<file path="src/rtl/pipe_mem_hazard_ctrl.sv">
// pipe_mem_hazard_ctrl
// Stall/flush sequencer for the 5-stage MIPS pipeline. It inserts one bubble
// per load-use hazard between ID and EXE, and it runs the data-memory req/ack
// handshake for the instruction in the EXE/MEM register. The whole pipeline
// is frozen until that access completes.
// Optional feature macro: MEM_TIMEOUT_EN. It adds an ACCESS wait counter, a
// terminal ERROR state and a sticky dm_err flag.
// The hold/flush outputs and dm_req are combinational, so that an ack
// releases the pipeline on the same edge. All of them are forced low while
// rst_n is low.
module pipe_mem_hazard_ctrl #(
    parameter int unsigned STALL_CNT_W = 32,
    parameter int unsigned TIMEOUT_CYC = 255
) (
    input  logic                   clk,
    input  logic                   rst_n,
    input  logic [4:0]             ID_Rs,
    input  logic [4:0]             ID_Rt,
    input  logic                   ID_UsesRs,
    input  logic                   ID_UsesRt,
    input  logic [4:0]             EXE_Rw,
    input  logic                   EXE_RfWr,
    input  logic [1:0]             EXE_WbSel,
    input  logic [1:0]             MEM_WbSel,
    input  logic                   MEM_DmWr,
    input  logic                   dm_ack,
    output logic                   dm_req,
    output logic                   pc_hold,
    output logic                   ifid_hold,
    output logic                   idexe_hold,
    output logic                   idexe_flush,
    output logic                   exemem_hold,
    output logic                   memwb_flush,
    output logic [STALL_CNT_W-1:0] stall_cnt,
    output logic                   dm_err
);

`ifdef MEM_TIMEOUT_EN
    typedef enum logic [1:0] {
        IDLE   = 2'b00,
        ACCESS = 2'b01,
        ERROR  = 2'b10
    } state_t;
    localparam int unsigned WAIT_W = $clog2(TIMEOUT_CYC + 1);
`else
    typedef enum logic [1:0] {
        IDLE   = 2'b00,
        ACCESS = 2'b01
    } state_t;
`endif

    state_t                 state_r;
    state_t                 state_next_s;
    logic                   mem_op_s;
    logic                   lu_haz_s;
    logic                   req_s;
    logic                   err_state_s;
    logic                   mem_stall_s;
    logic [STALL_CNT_W-1:0] stall_cnt_r;

    // A load in EXE whose destination is a live source of the ID instruction.
    // A load to $0 never stalls.
    function automatic logic load_use_hazard(
        input logic [4:0] rs,
        input logic [4:0] rt,
        input logic       uses_rs,
        input logic       uses_rt,
        input logic [4:0] rw,
        input logic       rf_wr,
        input logic [1:0] wb_sel
    );
        logic is_load;
        logic src_hit;
        is_load = rf_wr & (wb_sel == 2'b01) & (rw != 5'd0);
        src_hit = (uses_rs & (rs == rw)) | (uses_rt & (rt == rw));
        return is_load & src_hit;
    endfunction

    assign mem_op_s = (MEM_WbSel == 2'b01) | MEM_DmWr;
    assign lu_haz_s = load_use_hazard(ID_Rs, ID_Rt, ID_UsesRs, ID_UsesRt,
                                      EXE_Rw, EXE_RfWr, EXE_WbSel);

`ifdef MEM_TIMEOUT_EN
    logic [WAIT_W-1:0] wait_cnt_r;
    logic              dm_err_r;
`else
    // TIMEOUT_CYC only matters when the timeout logic is built.
    logic unused_timeout_s;
    assign unused_timeout_s = (TIMEOUT_CYC == 32'd0);
`endif

    // State register for the handshake sequencer.
    always_ff @(posedge clk or negedge rst_n) begin
        if (!rst_n) begin
            state_r <= IDLE;
        end else begin
            state_r <= state_next_s;
        end
    end

    // Next-state logic and raw request/error decode.
    always_comb begin
        state_next_s = state_r;
        req_s        = 1'b0;
        err_state_s  = 1'b0;
        case (state_r)
            IDLE: begin
                req_s = mem_op_s;
                if (mem_op_s && !dm_ack) begin
                    state_next_s = ACCESS;
                end else begin
                    state_next_s = IDLE;
                end
            end
            ACCESS: begin
                req_s = 1'b1;
                if (dm_ack) begin
                    state_next_s = IDLE;
`ifdef MEM_TIMEOUT_EN
                end else if (wait_cnt_r == WAIT_W'(TIMEOUT_CYC - 1)) begin
                    state_next_s = ERROR;
`endif
                end else begin
                    state_next_s = ACCESS;
                end
            end
`ifdef MEM_TIMEOUT_EN
            ERROR: begin
                // Terminal state: only rst_n leaves it. A late ack is ignored.
                req_s        = 1'b0;
                err_state_s  = 1'b1;
                state_next_s = ERROR;
            end
`endif
            default: begin
                req_s        = 1'b0;
                state_next_s = IDLE;
            end
        endcase
    end

    // An ack in the request cycle completes the access with no wait.
    assign mem_stall_s = req_s & ~dm_ack;

    // Hold/flush priority: error freeze, then memory stall, then load-use.
    // A memory stall suppresses the load-use bubble. The hazard is evaluated
    // again once the stall releases.
    always_comb begin
        dm_req      = 1'b0;
        pc_hold     = 1'b0;
        ifid_hold   = 1'b0;
        idexe_hold  = 1'b0;
        idexe_flush = 1'b0;
        exemem_hold = 1'b0;
        memwb_flush = 1'b0;
        if (!rst_n) begin
            dm_req      = 1'b0;
            pc_hold     = 1'b0;
        end else if (err_state_s || mem_stall_s) begin
            dm_req      = req_s;
            pc_hold     = 1'b1;
            ifid_hold   = 1'b1;
            idexe_hold  = 1'b1;
            exemem_hold = 1'b1;
            memwb_flush = 1'b1;
        end else if (lu_haz_s) begin
            dm_req      = req_s;
            pc_hold     = 1'b1;
            ifid_hold   = 1'b1;
            idexe_flush = 1'b1;
        end else begin
            dm_req      = req_s;
            pc_hold     = 1'b0;
        end
    end

    // Performance counter of cycles in which the PC is held. It wraps naturally.
    always_ff @(posedge clk or negedge rst_n) begin
        if (!rst_n) begin
            stall_cnt_r <= {STALL_CNT_W{1'b0}};
        end else if (pc_hold) begin
            stall_cnt_r <= stall_cnt_r + STALL_CNT_W'(1);
        end else begin
            stall_cnt_r <= stall_cnt_r;
        end
    end

    assign stall_cnt = stall_cnt_r;

`ifdef MEM_TIMEOUT_EN
    // Counts ACCESS cycles and clears whenever ACCESS is left.
    always_ff @(posedge clk or negedge rst_n) begin
        if (!rst_n) begin
            wait_cnt_r <= {WAIT_W{1'b0}};
        end else if ((state_r == ACCESS) && (state_next_s == ACCESS)) begin
            wait_cnt_r <= wait_cnt_r + WAIT_W'(1);
        end else begin
            wait_cnt_r <= {WAIT_W{1'b0}};
        end
    end

    // Sticky timeout flag. It is set on the edge that enters ERROR.
    always_ff @(posedge clk or negedge rst_n) begin
        if (!rst_n) begin
            dm_err_r <= 1'b0;
        end else if (state_next_s == ERROR) begin
            dm_err_r <= 1'b1;
        end else begin
            dm_err_r <= dm_err_r;
        end
    end

    assign dm_err = dm_err_r;
`else
    assign dm_err = 1'b0;
`endif

endmodule
</file>
<file path="config.mk">
export PLATFORM = sky130hd
export DESIGN_NAME = pipe_mem_hazard_ctrl
export DESIGN_NICKNAME = d
export VERILOG_FILES = /design/src/rtl/pipe_mem_hazard_ctrl.sv
export SDC_FILE = /design/constraint.sdc
export NUM_CORES = 1
export LEC_CHECK = 0
export BUFFER_PORTS_ARGS = -buffer_cell sky130_fd_sc_hd__buf_2
export CAP_MARGIN = 20
export CELL_PAD_IN_SITES_DETAIL_PLACEMENT = 1
export CELL_PAD_IN_SITES_GLOBAL_PLACEMENT = 2
export CORE_MARGIN = 2
export CORE_UTILIZATION = 26
export CTS_CLUSTER_DIAMETER = 60
export DETAILED_ROUTE_END_ITERATION = 10
export PLACE_DENSITY_LB_ADDON = 0.25
export SYNTH_ARGS = -nofsm -noshare
export SYNTH_HDL_FRONTEND = slang
export SYNTH_SLANG_ARGS = --single-unit
export TNS_END_PERCENT = 30
</file>
<file path="constraint.sdc">
create_clock -name clk -period 2.13 [get_ports clk]
set_clock_uncertainty 0.2 [all_clocks]
set_input_delay 0.426 -clock clk [delete_from_list [all_inputs] [get_ports clk]]
set_output_delay 0.426 -clock clk [all_outputs]
set_load 0.01 [all_outputs]
</file>
### Word-level counts from Yosys, hierarchy flattened

Index checks and enable logic that the tools add are counted.
Widths: inputs -> output; s select.

* flip-flop bits (word level): 34
* latch bits: 0
* memory bits (writable): 0
* memory bits (read-only): 0
* output and inout bits: 40
* logic and storage cells: 33
* memories: 0

* $add $sub $neg: 1
* $mul: 0
* divide/modulo/power cells: 0
* $lt $le $gt $ge: 0
* equal/unequal tests: 5
* shift-type cells: 0
* muxes and demuxes: 12
* bitwise operators: 9
* reductions and logical operators: 4

Operators by type and width (count)
* $add 32x1->32 const B: 1
* $eq 5x5->1: 2
* $mux 1: 10
* $and 1x1->1: 6
* $eq 2x1->1 const B: 3
* $reduce_bool 5->1: 1
* $pmux 2 s2: 1
* $logic_not 2->1: 1
* $or 1x1->1: 2
* $pmux 1 s2: 1
* $logic_and 1x1->1: 1
* $logic_not 1->1: 1
* $not 1->1: 1

### Depth between registers and ports, before layout

Gate-level depths: netlist of run 1.

* depth in word-level cells: 7
* depth in mapped cells: 7

### Least setup slack after synthesis of run 1

No wires, ideal clock.

* path type: register to register
* start: reg stall_cnt_r[3], in the netlist stall_cnt[3]
* end: reg stall_cnt_r[30], in the netlist stall_cnt[30]
* setup time: 0.079 ns
* arrival: 1.990 ns
* data required time: 1.851 ns
* setup slack: -0.140 ns
* cell stages (with the launch flop): 8
* path buffers: 1
* period minus slack after synthesis: 2.270 ns
* cells stage by stage: dfrtp_1 > nand4_4 > nor3_4 > nand3_4 > or4_4 > buf_6 > nor3_2 > xor2_1

* longest elaborated chain between the ends: 1

Ends and longest elaborated chain
* from (decl): RTL line 59 `logic [STALL_CNT_W-1:0] stall_cnt_r;`
* from (signal assigned): RTL line 180 `stall_cnt_r <= {STALL_CNT_W{1'b0}};`
* from (signal assigned): RTL line 182 `stall_cnt_r <= stall_cnt_r + STALL_CNT_W'(1);`
* from (signal assigned): RTL line 184 `stall_cnt_r <= stall_cnt_r;`
* $add 32x1->32: RTL line 182

Every way passes these cells.
A chain may end at the register's enable or synchronous reset.

### Worst setup path after layout of run 1

* start: in EXE_Rw[4]
* end: out idexe_flush

* longest elaborated chain between the ends: 7
* elaborated cells between the ends (all ways): 11
* those cells by class: eq/ne (2); mux (3); bitwise (5); reduce/logical (1)

Ends and longest elaborated chain
* from (decl): RTL line 21 `input logic [4:0] EXE_Rw,`
* $eq 5x5->1: RTL line 75 `src_hit = (uses_rs & (rs == rw)) | (uses_rt & (rt == rw));`
* $and 1x1->1: RTL line 75
* $or 1x1->1: RTL line 75
* $and 1x1->1 (*): RTL line 76 `return is_load & src_hit;`
* $mux 1 (*): RTL line 166 `end else if (lu_haz_s) begin`
* $mux 1 (*): RTL line 159 `end else if (err_state_s || mem_stall_s) begin`
* $mux 1 (*): RTL line 156 `if (!rst_n) begin`
* to (decl): RTL line 31 `output logic idexe_flush,`

Mark *: on every way between the ends. The rest lies on a longest branch, timed or not.

==> metrics.md, run 1 <==
| Metric | Value |
|---|---|
| Residual DRC | `0` |
| Largest family of logic cells by synthesized area | `simple AND/OR/NAND/NOR gates` |
| CP required | `1.50 ns` |
| Total track usage | `13.45%` |
| Pleak | `1.427 nW` |
| Clock tree buffer depth | `2` |
| Post-Syn Area | `1769 µm²` |
| Mapped Cells | `172` |
| WP buf/inv | `4` |
| Hold Slack | `0.2167 ns` |
| Pwr dens | `582.4 nW/µm²` |
| Initial core utilization | `26.48%` |
| Post-Layout Cell Count | `348` |
| Crit Path Category | `primary input to output port` |
| Worst reg-to-reg setup slack | `0.05 ns` |
| Die Wd | `86.49 µm` |
| Final HPWL DP | `3557 µm` |
| Ranking of synthesized cells by area | `dfrtp_1, xor2_1, xnor2_1` |
| Clk sink count | `33` |
| Final setup viols | `1` |
| H-tree depth | `2` |
| Post-synthesis mux area share | `0.6365%` |
| Global route total overflow | `0` |
| Status | `finished, violations left` |
| Achievable clock frequency | `468.9 MHz` |
| Vias | `1546` |
| Clk Tree Root Cell | `clkbuf_8` |
| Number of global-route vias before repair | `1644` |
| I/O pin count | `66` |
| Post-Synth XOR/XNOR Area | `20.30%` |
| Die H | `86.49 µm` |
| Port bufs | `64` |
| Hold Path Class | `primary input to async pin` |
| Vias per Instance | `4.443` |
| Final instance area | `2700 µm²` |
| Tcrit/Tclk final | `100.1%` |
| Placed Cells | `331` |
| Gp weighted congestion | `0.7690` |
| Cell mode on critical path | `buf_6` |
| Share of the synthesized area in the top cell type | `46.68%` |
| VDD IR max | `0.3452 mV` |
| WL final | `4990 µm` |
| CORE AREA | `6681 µm²` |
| Adder-cell share of the synthesized area | `0.7072%` |
| Placed Area | `2341 µm²` |
| ANT nets after route | `0` |
| Worst Path Arrival | `1.51 ns` |
| Final antenna diode count | `0` |
| Initial antenna violation count | `0` |
| CTS tree | `yes` |
| Post-synthesis sequential area ratio | `46.68%` |
| Delay-heaviest family, CP | `buffers and inverters` |
| FF+latch count, synth | `33` |
| Worst r2r dst | `stall_cnt[27]` |
| Setup ws final | `-0.002522 ns` |
| Pin count of the biggest net entering global routing | `31` |
| Post-DR wirelength/cell | `14.34 µm` |
| Clk pin slew, worst setup/hold paths | `0.06 ns` |
| Yosys cell types | `31` |
| CP Max Fanout | `3` |
| Fin. Hold Viols | `0` |
| Total CTS buffers | `5` |
| Commonest non-fill, non-tap cell in the layout | `buf_2` |
| Share of post-route cells with drive strength above 1 | `52.61%` |
| Most frequent cells in the layout | `buf_2, dfrtp_1, buf_4, xor2_1, inv_1` |
| CP max stage delay | `0.17 ns` |
| Violated checks | `negative setup slack` |
| Yosys warns | `0` |
| Unrepaired setup endpoints after global routing | `true` |
| Worst R2R Start | `stall_cnt[16]` |
| Synth Area in Simple Gates | `23.62%` |
| Mean post-synth cell area | `10.29 µm²` |
| Die area | `7481 µm²` |
| Dominant cell type by area after synthesis | `dfrtp_1` |
| Total Power | `1.573 mW` |
| Synth-to-Final Area Change | `52.62%` |
| Row count | `30` |
| Setup TNS | `-0.002522 ns` |
| Slew Limit Fails | `0` |
| Critical path's slowest cell | `xnor2_2` |
| Worst reg2reg path depth | `6` |
| Syn nets | `199` |
| Setup crit end kind | `output port` |
| Critical-path cell list | `buf_6 > xnor2_2 > nand4_1 > o22ai_1 > buf_4 > buf_6 > and4b_1 > buf_2` |
| CP startpoint kind | `primary input` |
| Drt initial violations | `21` |
| Max-Cap Viols | `0` |
| Skew-Pair Late Insertion Delay | `0.29 ns` |
| Post-route minimum period | `2.133 ns` |
| Nets | `294` |
| First-pass GRT wire length | `7790 µm` |
| DRT Pass-1 Iters | `3` |
| Post-synthesis compound-gate area fraction | `2.334%` |
cell type report:
type / count / area [µm²]
inverter: 13 / 51.30
clock inverter: 2 / 10.01
sequential: 33 / 830.8
multi-input combinational: 120 / 1030
timing repair buffer: 94 / 605.6
clock buffer: 6 / 72.57
tap: 80 / 100.1
fill: 792 / 3981
worst min-delay path, delay by kind of cell:
| family | cells | cell delay, ns |
|---|---|---|
| buffers and inverters | 3 | 0.70 |
cells in the mapped netlist (all sizes together):
library cell,count
ha,1
inv,13
xor2,21
nor2,12
nor4,5
conb,1
a21boi,1
nand2b,2
nand4,6
dfrtp,33
nand2,11
clkbuf,2
or4,1
a31oi,2
and3,2
xnor2,20
o22ai,1
and2,3
mux2,1
buf,5
a21oi,3
and4b,1
nor3,18
nand3b,1
nand3,6
registers in the layout (all words and copies together) (netlist names):
register,flops
stall_cnt,32
state_r,1
report_power, final:
part	switching, mW	total, mW	leakage (nW)	internal, mW
Combinational	0.184	0.375	0.979	0.190
Sequential	0.0545	0.736	0.403	0.681
Clock	0.236	0.462	0.0450	0.226
per-stage QoR:
stage | worst slack (ns) | util, %
2_1_floorplan | -0.05900 | -
3_3_place_gp | -0.07011 | 35.04
3_5_place_dp | -0.08118 | 35.04
4_1_cts | 0.001437 | 37.08
5_1_grt | -0.06555 | 40.41
6_report | -0.002522 | 40.41
worst max path at each step:
stage,from,slack [ns],to,cells past startpoint
3_5_place_dp,EXE_Rw[4],-0.08,ifid_hold,9
5_1_grt,stall_cnt[16],-0.07,stall_cnt[27],6
2_1_floorplan,stall_cnt[4],-0.06,stall_cnt[30],7
3_3_place_gp,EXE_Rw[2],-0.07,pc_hold,9
6_report,EXE_Rw[4],-0.003,idexe_flush,8
4_1_cts,EXE_Rw[1],0.001,idexe_flush,8
timing repair:
| item | 4_1_cts | 5_1_grt |
|---|---|---|
| resized for setup | 3 | 39 |
| endpoints found under the setup margin | 2 | 21 |
| pin swaps | 2 | 22 |
| cloned | 0 | 1 |
| hold endpoints to repair | 3 | 0 |
| buffers inserted | 2 | 4 |
| hold buffers | 2 | 0 |
cells by family after synthesis:
group	after synthesis
xor gates and xnor gates	41
muxes	1
AOI/OAI and AO/OA	7
adders and majority gates	1
other	1
DFF	33
buffers and inverters	20
and+or+nand+nor	68
metal layers:
metal,global-route usage (%),up-vias,routed length [µm]
met2,23.01,33,2597
met5,0,-,0
li1,-,756,-
met3,3.143,9,198
met1,16.26,748,2098
met4,5.398,0,95
(Power assumes the default switching activity.)
==> inputs of run 2 (changes only) <==
--- a/config.mk
+++ b/config.mk
@@ -10,7 +10,7 @@
 export CELL_PAD_IN_SITES_DETAIL_PLACEMENT = 1
 export CELL_PAD_IN_SITES_GLOBAL_PLACEMENT = 2
 export CORE_MARGIN = 2
-export CORE_UTILIZATION = 26
+export CORE_UTILIZATION = 31
 export CTS_CLUSTER_DIAMETER = 60
 export DETAILED_ROUTE_END_ITERATION = 10
 export PLACE_DENSITY_LB_ADDON = 0.25
==> constraint.sdc (replaced) <==
create_clock -name clk -period 2.48 [get_ports clk]
set_clock_uncertainty 0.2 [all_clocks]
set_input_delay 0.496 -clock clk [delete_from_list [all_inputs] [get_ports clk]]
set_output_delay 0.496 -clock clk [all_outputs]
set_load 0.01 [all_outputs]
==> metrics.md, run 2 (synthesized netlist as in run 1, its figures left out) <==
| Metric | Value |
|---|---|
| Status | `completed` |
| Sequential share of power | `49.0%` |
| Commonest non-fill, non-tap cell in the layout | `buf_2` |
| Combinational share of power | `21.1%` |
| Pin count of the biggest net entering global routing | `30` |
| Row count | `27` |
| Initial antenna violation count | `0` |
| Vias per Instance | `4.573` |
| Top Usage Layer GRT | `met2` |
| Net switching fraction of the power | `30.13%` |
| CORE AREA | `5507 µm²` |
| Final instance area | `2411 µm²` |
| Tcrit/Tclk final | `97.91%` |
| Die Wd | `79.55 µm` |
| Clk sink count | `33` |
| CP Max Fanout | `11` |
| Clk pin slew, worst setup/hold paths | `0.07 ns` |
| Hold Path Class | `flip-flop to flip-flop` |
| Clock tree buffer depth | `2` |
| Fin. Hold Viols | `0` |
| Post-DR wirelength/cell | `13.76 µm` |
| Routing usage on met1 | `19.89%` |
| DRT Pass-1 Iters | `4` |
| Utilization after layout | `43.79%` |
| Max reg flops | `32` |
| Slew Limit Fails | `0` |
| Pleak | `1.277 nW` |
| Global route total overflow | `0` |
| Met2 usage | `24.20%` |
| Worst slew margin | `47.47%` |
| Max-Cap Viols | `0` |
| Grt met3 use | `4.186%` |
| Worst Setup SP | `rst_n` |
| Setup ws final | `0.05179 ns` |
| Final HPWL DP | `3259 µm` |
| Final antenna diode count | `0` |
| Port bufs | `64` |
| Clock power frac | `30.0%` |
| Crit Path Category | `primary input to output port` |
| Nets | `277` |
| Vias | `1477` |
| Tightest Pin Transition | `0.7855 ns` |
| CP startpoint kind | `primary input` |
| Initial core utilization | `32.13%` |
| Share of post-route cells with drive strength above 1 | `42.63%` |
| Total CTS buffers | `5` |
| First-pass GRT wire length | `7369 µm` |
| Most frequent cells in the layout | `buf_2, dfrtp_1, xor2_1, xnor2_1` |
| Achievable clock frequency | `411.8 MHz` |
| Final setup viols | `0` |
| Skew-Pair Late Insertion Delay | `0.28 ns` |
| Pint | `911.7 µW` |
| Unrepaired setup endpoints after global routing | `true` |
| VDD IR max | `0.3937 mV` |
| Residual DRC | `0` |
| Clk Tree Root Cell | `clkbuf_8` |
| CP required | `1.78 ns` |
| Placed Area | `2246 µm²` |
| Number of global-route vias before repair | `1583` |
| Die area | `6327 µm²` |
| Total track usage | `15.00%` |
| Worst reg-to-reg setup slack | `0.22 ns` |
| Setup WS pre-CTS | `-0.03385 ns` |
| CP endpoint | `idexe_flush` |
| Worst reg2reg path depth | `6` |
| Gp weighted congestion | `0.7067` |
| Synth-to-Final Area Change | `36.28%` |
| Worst Path Arrival | `1.73 ns` |
| Pwr dens | `541.2 nW/µm²` |
| Drt initial violations | `43` |
| H-tree depth | `2` |
| P_sw | `393.1 µW` |
| Setup TNS | `0 ns` |
| I/O pin count | `66` |
| Setup crit end kind | `output port` |
| WL final | `4443 µm` |
| CTS tree | `yes` |
| Total Power | `1.305 mW` |
| Worst r2r dst | `stall_cnt[25]` |
| Post-route minimum period | `2.428 ns` |
| Worst R2R Start | `stall_cnt[8]` |
| Hold Crit Depth | `1` |
| ANT nets after route | `0` |
| Die H | `79.55 µm` |
==> run 2: per-layer routing <==
metal | share of wire (%) | routed length, µm
met2 | 49 | 2165
met5 | 0 | 0
met4 | 0.56 | 25
met1 | 46 | 2054
met3 | 4.5 | 198
==> run 2: layout make-up <==
class                   instances  area (µm²)
flip-flops and latches         33       825.8
clock inverters                 2       10.01
clock buffers                   6       72.57
inverters                      13       48.80
well taps                      72       90.09
fillers                       663        3095
repair buffers                 78       440.4
multi-input cells             119       923.4
==> run 2: power groups by stage <==
| stage | clock, mW | sequential (mW) | combinational [mW] |
|---|---|---|---|
| 6_report | 0.391 | 0.639 | 0.275 |
| 5_1_grt | 0.432 | 0.647 | 0.313 |
| 4_1_cts | 0.410 | 0.640 | 0.269 |
| 3_5_place_dp | 0 | 0.649 | 0.265 |
| 3_3_place_gp | 0 | 0.648 | 0.261 |
| 2_1_floorplan | 0 | 0.667 | 0.104 |
==> run 2: stage by stage <==
step           cells  hold slack, ns
2_1_floorplan    172       0.0004090
3_3_place_gp     313          0.2546
3_5_place_dp     313          0.2557
4_1_cts          322          0.2670
5_1_grt          323          0.2892
6_report         323          0.2600
==> run 2: worst max-delay path: stages <==
cell and delay, ns:
buf_2 0.12, dlygate4sd3_1 0.58, buf_4 0.19, and4b_1 0.20
buf_2 0.13
==> run 2: worst min path at each step <==
| stage | endpoint | slack, ns | startpoint |
|---|---|---|---|
| floorplan | stall_cnt[0] | 0.0004 | rst_n |
| global placement | stall_cnt[31] | 0.25 | stall_cnt[31] |
| detailed placement | stall_cnt[31] | 0.26 | stall_cnt[31] |
| CTS | stall_cnt[31] | 0.27 | stall_cnt[31] |
| global route | stall_cnt[31] | 0.29 | stall_cnt[31] |
| finish | stall_cnt[31] | 0.26 | stall_cnt[31] |
==> run 2: what timing repair did <==
action,in CTS,in global routing
endpoints found under the hold margin,4,0
setup buffers,0,1
hold buffers,1,0
pin swaps,0,5
gates resized for setup,1,9
endpoints found under the setup margin,2,3
==> inputs of run 3 (changes only) <==
--- a/config.mk
+++ b/config.mk
@@ -5,15 +5,16 @@
 export SDC_FILE = /design/constraint.sdc
 export NUM_CORES = 1
 export LEC_CHECK = 0
+export ABC_AREA = 1
 export BUFFER_PORTS_ARGS = -buffer_cell sky130_fd_sc_hd__buf_2
 export CAP_MARGIN = 20
 export CELL_PAD_IN_SITES_DETAIL_PLACEMENT = 1
 export CELL_PAD_IN_SITES_GLOBAL_PLACEMENT = 2
 export CORE_MARGIN = 2
-export CORE_UTILIZATION = 31
+export CORE_UTILIZATION = 30
 export CTS_CLUSTER_DIAMETER = 60
 export DETAILED_ROUTE_END_ITERATION = 10
-export PLACE_DENSITY_LB_ADDON = 0.25
+export PLACE_DENSITY_LB_ADDON = 0.3
 export SYNTH_ARGS = -nofsm -noshare
 export SYNTH_HDL_FRONTEND = slang
 export SYNTH_SLANG_ARGS = --single-unit
==> metrics.md, run 3 <==
| Metric | Value |
|---|---|
| Status | `completed` |
| Dominant cell type by area after synthesis | `dfrtp_1` |
| Vias per Instance | `4.708` |
| H-tree depth | `2` |
| First-pass GRT wire length | `13830 µm` |
| Crit Path Category | `primary input to output port` |
| Residual DRC | `0` |
| EDFF count, synth | `0` |
| Yosys cell types | `27` |
| Commonest non-fill, non-tap cell in the layout | `nand2_1` |
| Most frequent cells in the layout | `nand2_1, buf_2, nor2_1, nand3_1, inv_1` |
| Fraction of registers with async set/reset | `100.0%` |
| Port bufs | `64` |
| CTS tree | `yes` |
| Area of the multi-input gates | `1471 µm²` |
| Post-DR wirelength/cell | `14.03 µm` |
| Utilization after layout | `37.19%` |
| Die area | `9223 µm²` |
| Post-Syn Area | `2541 µm²` |
| Die H | `96.04 µm` |
| Ranking of synthesized cells by area | `dfrtp_1, nand2_1, nand3_1` |
| Clock tree buffer depth | `2` |
| Slew Limit Fails | `0` |
| Pwr dens | `414.1 nW/µm²` |
| Post-synthesis sequential area ratio | `32.50%` |
| Vias | `2712` |
| Unrepaired setup endpoints after global routing | `false` |
| Mean post-synth cell area | `6.306 µm²` |
| WL final | `8080 µm` |
| Setup TNS | `0 ns` |
| Initial antenna violation count | `0` |
| Clk Tree Root Cell | `clkbuf_8` |
| Skew-Pair Late Insertion Delay | `0.29 ns` |
| Max-Cap Viols | `0` |
| Gp weighted congestion | `0.8994` |
| Total CTS buffers | `5` |
| Prevailing post-synth register cell | `dfrtp_1` |
| Total track usage | `19.26%` |
| Setup crit end kind | `output port` |
| Post-Layout Cell Count | `576` |
| Worst Path Arrival | `1.60 ns` |
| Max reg flops | `32` |
| Yosys warns | `0` |
| ANT nets after route | `0` |
| I/O pin count | `66` |
| CP required | `1.78 ns` |
| Pin count of the biggest net entering global routing | `27` |
| Worst R2R Start | `stall_cnt[0]` |
| Worst r2r dst | `stall_cnt[16]` |
| Die Wd | `96.04 µm` |
| Nets | `497` |
| Share of the synthesized area in the top cell type | `32.50%` |
| Pleak | `1.716 nW` |
| Final setup viols | `0` |
| Fill count | `1148` |
| Achievable clock frequency | `436.4 MHz` |
| Placed Cells | `567` |
| Tcrit/Tclk final | `92.39%` |
| Fin. Hold Viols | `0` |
| DRT Pass-1 Iters | `4` |
| Final HPWL DP | `6519 µm` |
| Drt initial violations | `133` |
| Total Power | `1.265 mW` |
| Share of post-route cells with drive strength above 1 | `20.38%` |
| CORE AREA | `8217 µm²` |
| Mapped Cells | `403` |
| Worst reg-to-reg setup slack | `0.44 ns` |
| FF+latch count, synth | `33` |
| Worst reg2reg path depth | `8` |
| Number of global-route vias before repair | `2852` |
| CP Max Fanout | `9` |
| Final antenna diode count | `0` |
| CP startpoint kind | `primary input` |
| Clk pin slew, worst setup/hold paths | `0.07 ns` |
| Register area | `825.8 µm²` |
| Synth cell count leaders | `nand2_1, nor2_1, nand3_1` |
| Initial core utilization | `30.93%` |
| Global route total overflow | `0` |
| Hold Path Class | `primary input to async pin` |
| Synth-to-Final Area Change | `20.24%` |
| Clk sink count | `33` |
| VDD IR max | `0.1875 mV` |
| Row count | `33` |
| Post-route minimum period | `2.291 ns` |
| # resized after CTS | `0` |
| Syn nets | `430` |
| Count leader, synth | `nand2_1` |
## run 3: cell count changes in the layout (fill, tap and decap cells not counted), sizes merged, moves of 2 or more
cell,before,now
nand3b,1,11
nand3,6,39
nor4,5,0
nand2b,2,0
nor3,18,11
nor2,12,45
nand2,11,183
xor2,21,13
buf,77,72
inv,13,41
xnor2,20,2
and3,2,0
and2,3,0
a21oi,3,0
## run 3: kinds of logic (layout without fill, tap and decap cells)
logic type                 Yosys count  in the layout  synth area share, %
DFF                                 33             33                32.50
xor gates and xnor gates            15             15                5.170
other                                1              1               0.1476
buffers and inverters               54            122                9.601
and+or+nand+nor                    296            296                51.40
adders and majority gates            1              1               0.4923
AOI/OAI and AO/OA                    3              3               0.6890
## run 3: stage by stage
| step | hold WS [ns] | worst slack (ns) | instance area, µm² |
|---|---|---|---|
| final | 0.1219 | 0.1887 | 3055 |
| after global routing | 0.1495 | 0.03586 | 3055 |
| after CTS | 0.1513 | 0.1622 | 3055 |
| after detailed placement | 0.1591 | 0.1741 | 2963 |
| after global placement | 0.1564 | 0.1955 | 2963 |
| after floorplan | 0.0004090 | 0.3461 | 2541 |
## run 3: repair_timing
item / 4_1_cts / 5_1_grt
buffers inserted: 0 / 0
hold endpoints to repair: 1 / 0
hold buffers: 1 / 0
endpoints found under the setup margin: 0 / 0
## run 3: area by class of cell
type	instances	share of cell area, %
well taps	105	4.300
multi-input cells	316	48.16
flip-flops and latches	33	27.03
inverters	41	5.037
clock buffers	6	2.375
clock inverters	2	0.3276
repair buffers	73	12.78
## run 3: routing by layer
metal	vias to the layer above	part of all wire, %	global-route usage (%)
met4	0	1.2	4.524
met5	-	0	0
li1	1373	-	-
met1	1279	48	26.35
met2	53	47	31.94
met3	7	3.4	2.819
## run 3: worst max-delay path by stage
stage | from | end | slack [ns]
CTS | EXE_Rw[2] | idexe_flush | 0.16
global placement | EXE_Rw[2] | idexe_flush | 0.20
global route | EXE_Rw[3] | idexe_flush | 0.04
detailed placement | EXE_Rw[2] | idexe_flush | 0.17
finish | EXE_Rw[2] | idexe_flush | 0.19
floorplan | MEM_WbSel[1] | idexe_hold | 0.35
## run 3: worst max-delay path: stages
cell and delay, ns:
buf_2 0.10, inv_1 0.10, nor2_1 0.05, nor2_1 0.11, nand3_1 0.09, nand2_1 0.08
nand3_2 0.25, nor2_1 0.17, buf_2 0.15
## run 3: report_power, final
part	switching [mW]	internal [mW]	total, mW
registers	0.0419	0.565	0.607
logic	0.155	0.0933	0.248
clock network	0.215	0.195	0.410
total	0.412	0.853	1.27
